File: config.mk
export PLATFORM = sky130hd
export DESIGN_NAME = fir_decim_buf
export DESIGN_NICKNAME = d
export VERILOG_FILES = /design/src/rtl/fir_pkg.sv /design/src/rtl/fir_sfifo.sv /design/src/rtl/fir_decim_buf.sv
export SDC_FILE = /design/constraint.sdc
export NUM_CORES = 1
export LEC_CHECK = 0
export ABC_AREA = 1
export CORE_MARGIN = 2
export CORE_UTILIZATION = 54
export CTS_CLUSTER_DIAMETER = 120
export DETAILED_ROUTE_END_ITERATION = 10
export GPL_ROUTABILITY_DRIVEN = 0
export PLACE_DENSITY = 0.79
export SYNTH_ARGS = -nofsm -noshare
export SYNTH_HDL_FRONTEND = slang
export SYNTH_SLANG_ARGS = --single-unit
File: constraint.sdc
create_clock -name clock -period 2.05 [get_ports clock]
set_clock_uncertainty 0.05 [all_clocks]
set_input_delay 0.41 -clock clock [delete_from_list [all_inputs] [get_ports clock]]
set_output_delay 0.41 -clock clock [all_outputs]
set_load 0.01 [all_outputs]
File: src/rtl/fir_pkg.sv
// Shared definitions for the FIR decimating output buffer.
//   DW       default sample width (matches FIR dout)
//   state_t  burst tracker states
//   lvl_w()  width of a FIFO occupancy count; one bit wider than the
//            pointer so that empty (0) and full (DEPTH) are distinct.
package fir_pkg;
  localparam int DW = 8;

  typedef enum logic {S_IDLE, S_BURST} state_t;

  function automatic int lvl_w(input int depth);
    return $clog2(depth) + 1;
  endfunction
endpackage

File: src/rtl/fir_sfifo.sv
// Synchronous first-word-fall-through FIFO.
//   clock, reset : rising-edge clock, async active-high reset
//   wr, wdata    : write request / data (dropped when full unless popping)
//   rd           : pop request (ignored when empty)
//   rdata        : head entry, valid whenever empty==0 (0 when empty)
//   empty, full  : occupancy flags
//   level        : occupancy, 0..DEPTH
module fir_sfifo
  import fir_pkg::*;
#(
  parameter int DW    = 8,
  parameter int DEPTH = 16
) (
  input  logic                       clock,
  input  logic                       reset,
  input  logic                       wr,
  input  logic [DW-1:0]              wdata,
  input  logic                       rd,
  output logic [DW-1:0]              rdata,
  output logic                       empty,
  output logic                       full,
  output logic [lvl_w(DEPTH)-1:0]    level
);
  localparam int AW = $clog2(DEPTH);
  localparam int LW = lvl_w(DEPTH);

  logic [DW-1:0] mem [DEPTH];
  logic [AW-1:0] wptr, rptr;
  logic          do_wr, do_rd;

  assign empty = (level == '0);
  assign full  = (level == LW'(DEPTH));
  assign do_rd = rd & ~empty;
  // A pop in the same cycle frees the slot, so a write to a full FIFO
  // still lands; the head is read out before the edge overwrites it.
  assign do_wr = wr & (~full | do_rd);

  always_ff @(posedge clock or posedge reset) begin
    if (reset) begin
      wptr  <= '0;
      rptr  <= '0;
      level <= '0;
    end else begin
      if (do_wr) wptr <= wptr + 1'b1;
      if (do_rd) rptr <= rptr + 1'b1;
      case ({do_wr, do_rd})
        2'b10:   level <= level + 1'b1;
        2'b01:   level <= level - 1'b1;
        default: level <= level;
      endcase
    end
  end

  // Storage carries no reset; visibility is governed by level.
  always_ff @(posedge clock) begin
    if (do_wr) mem[wptr] <= wdata;
  end

  assign rdata = empty ? '0 : mem[rptr];
endmodule

File: src/rtl/fir_decim_buf.sv
// Keeps every DECIM-th sample of each FIR output burst and buffers the
// kept samples for a valid/ready consumer. A burst ends after GAP_CYC
// consecutive idle input cycles, which restarts the decimation phase.
//   clock, reset     : rising-edge clock, async active-high reset
//   vin, din         : input sample stream from the FIR
//   vout, dout, rdy  : buffered output, transfer on vout&rdy
//   level            : buffer occupancy
//   ovf              : sticky, set when a kept sample is dropped
//   burst_done       : one-cycle pulse when a burst closes
module fir_decim_buf
  import fir_pkg::*;
#(
  parameter int DW      = fir_pkg::DW,
  parameter int DECIM   = 4,
  parameter int DEPTH   = 16,
  parameter int GAP_CYC = 8
) (
  input  logic                     clock,
  input  logic                     reset,
  input  logic                     vin,
  input  logic [DW-1:0]            din,
  output logic                     vout,
  output logic [DW-1:0]            dout,
  input  logic                     rdy,
  output logic [lvl_w(DEPTH)-1:0]  level,
  output logic                     ovf,
  output logic                     burst_done
);
  localparam int PW = (DECIM > 1) ? $clog2(DECIM) : 1;
  localparam int GW = $clog2(GAP_CYC + 1);
  localparam logic [PW-1:0] PH_LAST  = PW'(DECIM - 1);
  localparam logic [GW-1:0] GAP_LAST = GW'(GAP_CYC - 1);

  state_t        state;
  logic [PW-1:0] phase;
  logic [GW-1:0] gap;
  logic          keep, empty, full, pop;

  assign keep = vin & (phase == '0);
  assign vout = ~empty;
  assign pop  = vout & rdy;

  fir_sfifo #(.DW(DW), .DEPTH(DEPTH)) u_fifo (
    .clock (clock),
    .reset (reset),
    .wr    (keep),
    .wdata (din),
    .rd    (rdy),
    .rdata (dout),
    .empty (empty),
    .full  (full),
    .level (level)
  );

  always_ff @(posedge clock or posedge reset) begin
    if (reset) begin
      state      <= S_IDLE;
      phase      <= '0;
      gap        <= '0;
      ovf        <= 1'b0;
      burst_done <= 1'b0;
    end else begin
      burst_done <= 1'b0;
      if (keep && full && !pop) ovf <= 1'b1;
      // A sample always wins over gap expiry, so the burst survives.
      if (vin) begin
        state <= S_BURST;
        gap   <= '0;
        phase <= (phase == PH_LAST) ? '0 : phase + 1'b1;
      end else if (state == S_BURST) begin
        if (gap == GAP_LAST) begin
          state      <= S_IDLE;
          gap        <= '0;
          phase      <= '0;
          burst_done <= 1'b1;
        end else begin
          gap <= gap + 1'b1;
        end
      end
    end
  end
endmodule

==> run summary, run 1 <==
Outcome - finished, violations left
Failing checks - negative setup slack
CP Class - reg -> out
Area fraction of the dominant cell type after synthesis - 58.5%
Synth Area in Compound Gates - 4.84%
Leakage power - 3.55 nW
Total routing usage reported by global routing - 28.1%
Maximum number of pins on one net before global-route repair - 33
Maximum capacitance violations - 0
Non-Filler Cell Area, Final - 0.00870 sq mm
Type of the tightest min-delay check - in -> async
Final core utilization - 72.7%
Adder-cell area share of the yosys netlist - 2.10%
Arrival @ worst endpoint - 1.99 ns
R2r startpoint - u_fifo.level[2]
Netlist area before placement - 0.00657 sq mm
Total congestion overflow after global routing - 0
Cell with the most instances after synthesis - sky130_fd_sc_hd__nand2_1
Dominant combinational cell family by area after synthesis - simple AND/OR/NAND/NOR gates
Synthesis Warnings - 0
Vias in the first global route - 5072
Antenna violations before repair - 0
Final worst-path cycle share - 119%
CTS tree - yes
Post-synth top cells - sky130_fd_sc_hd__nand2_1, sky130_fd_sc_hd__edfxtp_1, sky130_fd_sc_hd__nand3_1
Placed Instances - 810
Drt first pass iters - 5
Horizontal extent of the die - 114 um
Crit start category - flip-flop
Data required time of the critical path - 1.59 ns
Starting utilization of the core area - 54.9%
Count of nets after finishing - 727
Area after detailed placement - 0.00737 sq mm
Number of flops mapped to enable cells by yosys - 128
Synth area leader - sky130_fd_sc_hd__edfxtp_1
Sequential cell area fraction in the yosys report - 66.9%
Antenna Nets Post-Route - 0
Count of routing violations after the opening detailed-route iteration - 578
Number of vias after detailed routing - 5141
Floorplan die height - 114 um
Final setup violating endpoints - 11
Placeable core area - 0.0120 sq mm
Reg-to-Reg End - u_fifo.level[3]
Mapped Avg Cell Area - 10.9 sq um
Final Slew Violations - 0
Worst supply voltage drop on vdd - 0.715 mV
Filler cells - 663
Placement row count - 40
Area added between synthesis and finish - 32.4%
Number of inserted diodes - 0
Count of mapped cells out of synthesis - 604
Pin slew with the least headroom to its limit - 0.792 ns
Fraction of layout cells with a size suffix above 1 - 31.1%
Largest fanout of any net on the critical path - 5
Worst R2R Path Depth - 15
Mapped Nets - 627
Top-level port count - 28
Number of H-tree levels - 4
Half-perimeter wire length after detailed placement - 9900 um
Die footprint - 0.0131 sq mm
Total wirelength of the detailed-routed design - 18200 um
Crit path capture type - output pin
Multiplexer area fraction after synthesis - 0%
F_max - 0.409 GHz
Power per cell area - 1510 mW/mm^2
Clock slew at reported path FFs - 0.06 ns
Count of different cell masters after synthesis - 30
Relative slew slack - 47.0%
Clock root cell - sky130_fd_sc_hd__clkbuf_16
Synthesized-area fraction occupied by and/or/nand/nor cells - 19.9%
Slack of the worst reg-to-reg path - -0.12 ns
Total clock buffers created by CTS - 17
Remaining DRCs - 0
Number of port buffers - 27
Via density - 5.95
Clock latency on the worst-skew pair - 0.43 ns
Sink count of the clock tree - 150
Area share of xor/xnor cells in the synthesized design - 1.07%
Final critical-path required period - 2.45 ns
Total of flip-flops plus latches after synthesis - 150
Post-route setup slack - -0.396 ns
Dominant synthesized flop cell - sky130_fd_sc_hd__edfxtp_1
Final Hold Vio Count - 0
Cell types occupying the most area after synthesis - sky130_fd_sc_hd__edfxtp_1, sky130_fd_sc_hd__nand2_1, sky130_fd_sc_hd__dfrtp_1
Share of flip-flops with an asynchronous set or reset - 14.7%
Largest buffer count on any clock path - 2
Final std cells w/o fill - 864
RSZ-0062 raised after global routing - yes
First-pass GRT wire length - 26700 um
Post-DR wirelength/cell - 21.1 um
cell families after synthesis:
family	count (synthesis)
and+or+nand+nor	310
DFF	150
buffers and inverters	63
AOI/OAI and AO/OA	62
adders and majority gates	11
xor gates and xnor gates	8
critical path: stages, from the launching register on:
cell	delay, ns
sky130_fd_sc_hd__dfrtp_2	0.47
sky130_fd_sc_hd__clkinv_4	0.13
sky130_fd_sc_hd__buf_12	0.15
sky130_fd_sc_hd__buf_16	0.13
sky130_fd_sc_hd__nand2_1	0.10
sky130_fd_sc_hd__nand3_1	0.11
sky130_fd_sc_hd__nand3_2	0.10
sky130_fd_sc_hd__nand3_1	0.09
sky130_fd_sc_hd__nand2_2	0.10
sky130_fd_sc_hd__nor2_2	0.04
sky130_fd_sc_hd__buf_2	0.13
layout make-up:
cell class              count  area, sq um  share of cell area (%)
repair buffers            103         1120                    12.9
clock inverters            13          161                    1.86
multi-input cells         391         2230                    25.7
well taps                 147          184                    2.11
inverters                  41          164                    1.88
clock buffers              19          433                    4.98
flip-flops and latches    150         4400                    50.6
cell usage in the layout, fill, tap and decap left out, drive strengths merged:
master,n
nor3,3
bufbuf,1
nand4,1
dfrtp,22
o21bai,1
bufinv,4
buf,83
edfxtp,128
clkinv,10
o22ai,1
xor2,5
inv,39
nor2,35
xnor2,3
o21ai,18
o32ai,1
nand3,52
nand3b,1
nand2,218
ha,11
a21oi,41
clkbuf,20
clkinvlp,1
clkdlybuf4s50,18
layer usage:
layer,up-vias,global-route usage [%],wire [um]
met5,-,0,0
met4,0,15.0,856
met3,69,5.40,1360
met2,318,48.7,9400
met1,2514,33.2,6590
li1,2240,-,-
where the power goes:
group / internal (mW) / total [mW] / switching (mW) / leakage, nW
clock network: 2.00 / 3.17 / 1.16 / 0.288
logic: 2.65 / 6.12 / 3.47 / 1.85
registers: 3.59 / 3.81 / 0.215 / 1.42
total: 8.24 / 13.1 / 4.85 / 3.55
stage by stage:
step | total power, mW | worst slack [ns] | hold WS, ns | TNS [ns]
after floorplan | 6.46 | -0.0573 | 0.349 | -0.0573
after global placement | 8.08 | -0.189 | 0.411 | -5.57
after detailed placement | 8.26 | -0.281 | 0.417 | -7.98
after CTS | 12.3 | -0.286 | 0.296 | -2.12
after global routing | 13.6 | -0.426 | 0.327 | -3.75
final | 13.1 | -0.396 | 0.292 | -2.96
state kept, by name, indices dropped and copies added (netlist names):
name and flops:
burst_done 1, gap 4, ovf 1, phase 2, state 1, u_fifo.level 5
u_fifo.mem 128, u_fifo.rptr 4, u_fifo.wptr 4
how the worst max path moves through the flow:
stage	start	endpoint	slack (ns)
5_1_grt	u_fifo.rptr[0]	dout[6]	-0.43
6_report	u_fifo.rptr[0]	dout[4]	-0.40
4_1_cts	u_fifo.rptr[0]	dout[4]	-0.29
2_1_floorplan	u_fifo.level[2]	u_fifo.level[4]	-0.06
3_3_place_gp	u_fifo.rptr[0]	dout[7]	-0.19
3_5_place_dp	rdy	u_fifo.level[4]	-0.28
timing repair:
item	CTS	global route
gates cloned	7	0
hold endpoints to repair	0	0
pin swaps	42	28
gates resized for setup	100	60
setup buffers	11	5
hold buffers	0	0
endpoints found under the setup margin	12	12
Power figures use the tool's default switching activity.
==> run 2: changes to the inputs <==
--- a/config.mk
+++ b/config.mk
@@ -6,12 +6,15 @@
 export NUM_CORES = 1
 export LEC_CHECK = 0
 export ABC_AREA = 1
+export ABC_CLOCK_PERIOD_IN_PS = 2040
+export CELL_PAD_IN_SITES_DETAIL_PLACEMENT = 1
+export CELL_PAD_IN_SITES_GLOBAL_PLACEMENT = 2
 export CORE_MARGIN = 2
-export CORE_UTILIZATION = 54
+export CORE_UTILIZATION = 37
 export CTS_CLUSTER_DIAMETER = 120
 export DETAILED_ROUTE_END_ITERATION = 10
 export GPL_ROUTABILITY_DRIVEN = 0
-export PLACE_DENSITY = 0.79
+export PLACE_DENSITY = 0.8
 export SYNTH_ARGS = -nofsm -noshare
 export SYNTH_HDL_FRONTEND = slang
 export SYNTH_SLANG_ARGS = --single-unit
==> constraint.sdc (replaced) <==
create_clock -name clock -period 2.04 [get_ports clock]
set_clock_uncertainty 0.05 [all_clocks]
set_input_delay 0.408 -clock clock [delete_from_list [all_inputs] [get_ports clock]]
set_output_delay 0.408 -clock clock [all_outputs]
set_load 0.01 [all_outputs]
==> run 2 against run 1 <==
Against the previous run: the run still ends with negative setup slack left; worst hold slack better by 0.00059 ns; critical path type unchanged; combinational power fell by 3.6%; die area up 44%; largest cell class unchanged.
==> run summary, run 2 (synthesized netlist as in run 1, its figures left out) <==
Clock slew at reported path FFs - 0.06 ns (about the same)
CTS tree - yes
Leakage power - 3.54 nW (-0.24%)
Filler cells - 1808 (+170%)
Via density - 5.01 (-16%)
Drt first pass iters - 4 (-1)
Count of nets after finishing - 734 (+0.96%)
Floorplan die height - 137 um (+20%)
Outcome - finished, violations left
Internal cell power - 8.04 mW (-2.5%)
Top library cells by usage in the layout, fill and taps aside - sky130_fd_sc_hd__nand2_1, sky130_fd_sc_hd__edfxtp_1, sky130_fd_sc_hd__buf_4, sky130_fd_sc_hd__nand2_2, sky130_fd_sc_hd__nand3_2
Clock root cell - sky130_fd_sc_hd__clkbuf_16
Non-Filler Cell Area, Final - 0.00884 sq mm (+1.6%)
Crit start category - flip-flop
Data required time of the critical path - 1.58 ns (about the same)
Total routing usage reported by global routing - 20.0% (-8.1 points)
Final Slew Violations - 0 (unchanged)
Number of inserted diodes - 0 (unchanged)
Number of H-tree levels - 4 (unchanged)
Relative slew slack - 78.0% (+31 points)
Fraction of layout cells with a size suffix above 1 - 36.0% (+4.9 points)
Largest fanout of any net on the critical path - 18 (+13)
Placement row count - 48 (+20%)
RSZ-0062 raised after global routing - yes
Clock latency on the worst-skew pair - 0.42 ns (about the same)
Net switching component of the power - 4.79 mW (-1.3%)
Horizontal extent of the die - 137 um (+20%)
Area added between synthesis and finish - 34.6%
Starting utilization of the core area - 38.0% (-17 points)
First-pass GRT wire length - 27600 um (+3.3%)
Count of hold buffers inserted by post-cts repair - 0 (unchanged)
Total clock buffers created by CTS - 17 (unchanged)
Number of port buffers - 27 (unchanged)
Proportion of power drawn by combinational gates - 46.0% (-0.7 points)
Flip-flop count of the largest register after layout - 128 (unchanged)
Maximum capacitance violations - 0 (unchanged)
Final Hold Vio Count - 0 (unchanged)
Most frequent standard cell in the layout excluding fill and tap cells - sky130_fd_sc_hd__nand2_1
DP Worst Slack - -0.358 ns (-0.0775 ns)
Final setup violating endpoints - 11 (unchanged)
Maximum number of pins on one net before global-route repair - 26 (-21%)
Setup TNS Final - -2.27 ns (+0.688 ns)
CP Class - reg -> out
Placeable core area - 0.0173 sq mm (+45%)
Final critical-path required period - 2.35 ns
Post-route setup slack - -0.306 ns (+0.0905 ns)
Number of vias after detailed routing - 4755 (-7.5%)
Placed Instances - 903 (+11%)
Part of the total power dissipated in sequential elements - 29.6% (+0.5 points)
Total wirelength of the detailed-routed design - 17600 um (-3.6%)
Largest buffer count on any clock path - 2 (unchanged)
Antenna Nets Post-Route - 0 (unchanged)
Die footprint - 0.0188 sq mm (+44%)
Antenna violations before repair - 0 (unchanged)
Remaining DRCs - 0 (unchanged)
Clk pwr share - 24.4% (+0.2 points)
Switching share of power - 37.3% (+0.28 points)
Power per cell area - 1450 mW/mm^2 (-3.6%)
Final std cells w/o fill - 949 (+9.8%)
Registers with the most flip-flops - u_fifo.mem: 128 flops, u_fifo.level: 5 flops
Half-perimeter wire length after detailed placement - 11300 um (+15%)
Failing checks - negative setup slack
Type of the tightest min-delay check - in -> async
Register with the most flip-flops - u_fifo.mem
Total congestion overflow after global routing - 0 (unchanged)
Worst supply voltage drop on vdd - 0.795 mV (+11%)
Count of routing violations after the opening detailed-route iteration - 222 (-62%)
Final core utilization - 51.1% (-22 points)
F_max - 0.426 GHz
Crit path capture type - output pin
Vias in the first global route - 5088 (+0.32%)
Top-level port count - 28 (unchanged)
Sink count of the clock tree - 150 (unchanged)
Arrival @ worst endpoint - 1.89 ns (-0.10 ns)
Pin slew with the least headroom to its limit - 0.330 ns (-0.461 ns)
Final worst-path cycle share - 115%
Area after detailed placement - 0.00756 sq mm (+2.5%)
Post-DR wirelength/cell - 18.5 um (-12%)
[run 2: cell count changes in the layout (fill, tap and decap cells not counted), moves of 4 or more]
cell,before,now
sky130_fd_sc_hd__nand3_2,31,37
sky130_fd_sc_hd__nand2_4,7,3
sky130_fd_sc_hd__clkinv_1,6,2
sky130_fd_sc_hd__buf_16,6,2
sky130_fd_sc_hd__o21ai_0,11,6
sky130_fd_sc_hd__nand3_1,20,12
sky130_fd_sc_hd__a21oi_1,22,13
sky130_fd_sc_hd__buf_4,48,62
sky130_fd_sc_hd__a21oi_2,19,28
sky130_fd_sc_hd__clkbuf_8,0,5
sky130_fd_sc_hd__nand2_1,183,176
sky130_fd_sc_hd__nand2_2,28,39
[run 2: path summary, 6_finish.rpt]
kind | endpoint | startpoint | slack, ns | cells after the start
setup / recovery | dout[2] | u_fifo.rptr[0] | -0.31 | 6
hold / removal | u_fifo.rptr[0] | reset | 0.29 | 3
setup reg to reg | u_fifo.level[3] | u_fifo.level[2] | -0.04 | 16
hold reg to reg | gap[2] | gap[2] | 0.45 | 1
max in group asynchronous | u_fifo.rptr[1] | reset | 1.37 | 3
min in group clock | gap[2] | gap[2] | 0.45 | 1
[run 2: repair_timing]
action	CTS	global route
gates resized for setup	136	62
endpoints found under the setup margin	12	12
cloned	4	0
buffers inserted	11	5
pin swaps	43	44
hold endpoints to repair	0	0
[run 2: critical path, stage by stage, from the launching register on]
cell                      delay [ns]
sky130_fd_sc_hd__dfrtp_2        0.43
sky130_fd_sc_hd__buf_6          0.15
sky130_fd_sc_hd__buf_4          0.20
sky130_fd_sc_hd__o21ai_1        0.29
sky130_fd_sc_hd__a21oi_2        0.10
sky130_fd_sc_hd__nor2_2         0.14
sky130_fd_sc_hd__buf_2          0.14
[run 2: area by class of cell]
class,count,area (sq um),area share (%)
Inverter,41,174,1.97
Multi-Input combinational cell,391,2340,26.5
Tap cell,225,282,3.18
Clock buffer,24,502,5.68
Sequential cell,150,4400,49.8
Timing Repair Buffer,110,1050,11.9
Clock inverter,8,96.3,1.09
[run 2: power by group through the flow]
stage	Sequential [mW]	Clock (mW)	Combinational (mW)
2_1_floorplan	3.84	0	2.66
3_3_place_gp	3.83	0	4.52
3_5_place_dp	3.84	0	4.64
4_1_cts	3.79	3.18	5.63
5_1_grt	3.83	3.28	6.45
6_report	3.80	3.12	5.90
[run 2: metal layers]
layer	track usage, %	vias up	part of all wire, %
met5	0	-	0
met4	7.62	0	2.5
met2	35.1	94	52
met3	3.79	30	3.5
li1	-	2250	-
met1	24.4	2381	42
[run 2: through the flow]
stage	hold slack (ns)	power, mW
2_1_floorplan	0.347	6.50
3_3_place_gp	0.411	8.35
3_5_place_dp	0.431	8.49
4_1_cts	0.291	12.6
5_1_grt	0.317	13.6
6_report	0.293	12.8
==> run 3: changes to the inputs <==
--- a/config.mk
+++ b/config.mk
@@ -9,6 +9,7 @@
 export ABC_CLOCK_PERIOD_IN_PS = 2040
 export CELL_PAD_IN_SITES_DETAIL_PLACEMENT = 1
 export CELL_PAD_IN_SITES_GLOBAL_PLACEMENT = 2
+export CORE_ASPECT_RATIO = 1.25
 export CORE_MARGIN = 2
 export CORE_UTILIZATION = 37
 export CTS_CLUSTER_DIAMETER = 120
==> run 3 against run 2 <==
Against the previous run: highest routed layer unchanged; critical path type unchanged; die area about the same; the flow still finishes with violations (negative setup slack); wire length grew 8.3%; clock power increased by 2%; cell count rose by 0.42%; final area decreased by 0.18%.
==> run summary, run 3 (synthesized netlist as in run 1, its figures left out) <==
Remaining DRCs - 0 (unchanged)
Number of cells on the critical path - 8 (+2)
Total power - 12.9 mW (+0.39%)
Area added between synthesis and finish - 34.3%
Outcome - finished, violations left
Post-route setup slack - -0.337 ns (-0.0307 ns)
Worst supply voltage drop on vdd - 0.669 mV (-16%)
Slack of the worst reg-to-reg path - -0.03 ns (about the same)
RSZ-0062 raised after global routing - yes
Final Slew Violations - 0 (unchanged)
Reg-to-Reg End - u_fifo.level[4]
Final core utilization - 50.6% (-0.49 points)
Number of inserted diodes - 0 (unchanged)
Final worst-path cycle share - 116% (+1.5 points)
Internal cell power - 8.08 mW (+0.51%)
Crit path capture type - output pin
Top-level port count - 28 (unchanged)
Vias in the first global route - 5196 (+2.1%)
Post-DR wirelength/cell - 20.0 um (+7.8%)
Clock latency on the worst-skew pair - 0.43 ns (about the same)
Count of nets after finishing - 739 (+0.68%)
Starting utilization of the core area - 37.7% (-0.29 points)
Largest fanout of any net on the critical path - 9 (-9)
Total wirelength of the detailed-routed design - 19000 um (+8.3%)
Flip-flop count of the largest register after layout - 128 (unchanged)
Top library cells by usage in the layout, fill and taps aside - sky130_fd_sc_hd__nand2_1, sky130_fd_sc_hd__edfxtp_1, sky130_fd_sc_hd__buf_4, sky130_fd_sc_hd__nand2_2
Sink count of the clock tree - 150 (unchanged)
Worst path top cell family by delay - buffers and inverters
CP Class - reg -> out
Antenna Nets Post-Route - 0 (unchanged)
Leakage power - 3.57 nW (+0.66%)
Crit-path slowest cell - sky130_fd_sc_hd__dfrtp_2
Clk pwr share - 24.8% (+0.4 points)
Critical Path, Cell by Cell - buf_6, buf_12, clkbuf_16, a21oi_1, o21ai_0, a21oi_2, nor2_1, buf_2
Placeable core area - 0.0174 sq mm (+0.78%)
Power per cell area - 1460 mW/mm^2 (+0.57%)
Count of hold buffers inserted by post-cts repair - 0 (unchanged)
Relative slew slack - 78.7% (+0.70 points)
Termination of the worst setup path - dout[1]
Floorplan die height - 153 um (+11%)
Pin slew with the least headroom to its limit - 0.317 ns (-0.0138 ns)
Buffers and inverters on the worst path - 4 (+1)
Switching share of power - 37.2% (-0.078 points)
Maximum number of pins on one net before global-route repair - 23 (-12%)
Final setup violating endpoints - 9 (-2)
Most frequent standard cell in the layout excluding fill and tap cells - sky130_fd_sc_hd__nand2_1
Count of routing violations after the opening detailed-route iteration - 317 (+43%)
Proportion of power drawn by combinational gates - 45.9% (about the same)
Total congestion overflow after global routing - 0 (unchanged)
Horizontal extent of the die - 123 um (-10%)
Number of H-tree levels - 4 (unchanged)
Number of vias after detailed routing - 4782 (+0.57%)
Total clock buffers created by CTS - 17 (unchanged)
Register with the most flip-flops - u_fifo.mem
Half-perimeter wire length after detailed placement - 12400 um (+9.5%)
First-pass GRT wire length - 28800 um (+4.4%)
Part of the total power dissipated in sequential elements - 29.3% (-0.3 points)
F_max - 0.421 GHz (-1.3%)
Clock slew at reported path FFs - 0.06 ns (about the same)
Largest buffer count on any clock path - 2 (unchanged)
Crit start category - flip-flop
Final critical-path required period - 2.38 ns (+0.0307 ns)
Number of port buffers - 27 (unchanged)
Via density - 5.02 (+0.15%)
Fraction of layout cells with a size suffix above 1 - 34.4% (-1.6 points)
Arrival @ worst endpoint - 1.92 ns (+0.03 ns)
Worst setup path startpoint - u_fifo.rptr[0]
Maximum capacitance violations - 0 (unchanged)
Data required time of the critical path - 1.58 ns (about the same)
Drt first pass iters - 4 (unchanged)
Placement row count - 54 (+13%)
R2r startpoint - u_fifo.level[1]
CTS tree - yes
Registers with the most flip-flops - u_fifo.mem: 128 flops, u_fifo.level: 5 flops
Largest stage delay, worst path - 0.42 ns (about the same)
Final Hold Vio Count - 0 (unchanged)
Antenna violations before repair - 0 (unchanged)
Net switching component of the power - 4.80 mW (+0.18%)
Clock root cell - sky130_fd_sc_hd__clkbuf_16
Type of the tightest min-delay check - in -> async
Failing checks - negative setup slack
Worst R2R Path Depth - 16 (unchanged)
Die footprint - 0.0188 sq mm (about the same)
Total routing usage reported by global routing - 20.8% (+0.79 points)
## run 3: cell types whose count changed in the layout (fill, tap and decap cells not counted), moves of 4 or more
cell,before,now
sky130_fd_sc_hd__nand2_2,39,51
sky130_fd_sc_hd__o21ai_0,6,11
sky130_fd_sc_hd__a21oi_2,28,17
sky130_fd_sc_hd__nand2_1,176,161
sky130_fd_sc_hd__clkbuf_16,17,22
sky130_fd_sc_hd__nand3_1,12,30
sky130_fd_sc_hd__clkbuf_8,5,0
sky130_fd_sc_hd__nand3_2,37,22
sky130_fd_sc_hd__clkinv_4,0,4
sky130_fd_sc_hd__a21oi_1,13,22
## run 3: worst min-delay path: cells and delay by family
kind	cells	cell delay [ns]
buffers and inverters	3	0.73
## run 3: routing by layer
layer	track usage (%)	wire length (um)
met1	23.0	7430
met2	38.4	10500
met3	3.40	509
met4	8.87	568
met5	0	0
## run 3: cell type report
| cell class | instances | area [sq um] |
|---|---|---|
| inverters | 41 | 156 |
| flip-flops and latches | 150 | 4400 |
| fillers | 1850 | 8610 |
| clock buffers | 17 | 425 |
| well taps | 224 | 280 |
| clock inverters | 15 | 178 |
| repair buffers | 115 | 1160 |
| multi-input cells | 391 | 2230 |
## run 3: power groups by stage
stage / sequential, mW / clock [mW] / combinational, mW
finish: 3.78 / 3.19 / 5.91
global route: 3.81 / 3.37 / 6.42
detailed placement: 3.84 / 0 / 4.71
global placement: 3.82 / 0 / 4.58
CTS: 3.77 / 3.23 / 5.38
floorplan: 3.84 / 0 / 2.66
## run 3: through the flow
| stage | area (sq um) | setup WS (ns) | std cells | hold WS (ns) | TNS, ns |
|---|---|---|---|---|---|
| 3_3_place_gp | 7570 | -0.276 | 905 | 0.415 | -10.18 |
| 3_5_place_dp | 7570 | -0.374 | 905 | 0.419 | -16.01 |
| 5_1_grt | 8820 | -0.431 | 953 | 0.313 | -3.77 |
| 6_report | 8820 | -0.337 | 953 | 0.276 | -2.45 |
| 2_1_floorplan | 6590 | -0.0671 | 604 | 0.347 | -0.0671 |
| 4_1_cts | 8520 | -0.343 | 950 | 0.273 | -2.61 |
## run 3: worst min path at each step
| stage | endpoint | startpoint | cells past startpoint | slack, ns |
|---|---|---|---|---|
| 2_1_floorplan | burst_done | reset | 1 | 0.35 |
| 3_3_place_gp | ovf | ovf | 1 | 0.42 |
| 3_5_place_dp | ovf | ovf | 1 | 0.42 |
| 4_1_cts | phase[1] | reset | 3 | 0.27 |
| 5_1_grt | phase[1] | reset | 3 | 0.31 |
| 6_report | phase[1] | reset | 3 | 0.28 |
## run 3: repair_timing
action / CTS / global route
cloned: 2 / 5
buffers inserted: 11 / 2
setup endpoints to repair: 12 / 33
endpoints found under the hold margin: 0 / 0
pin swaps: 24 / 31
resized for setup: 102 / 71
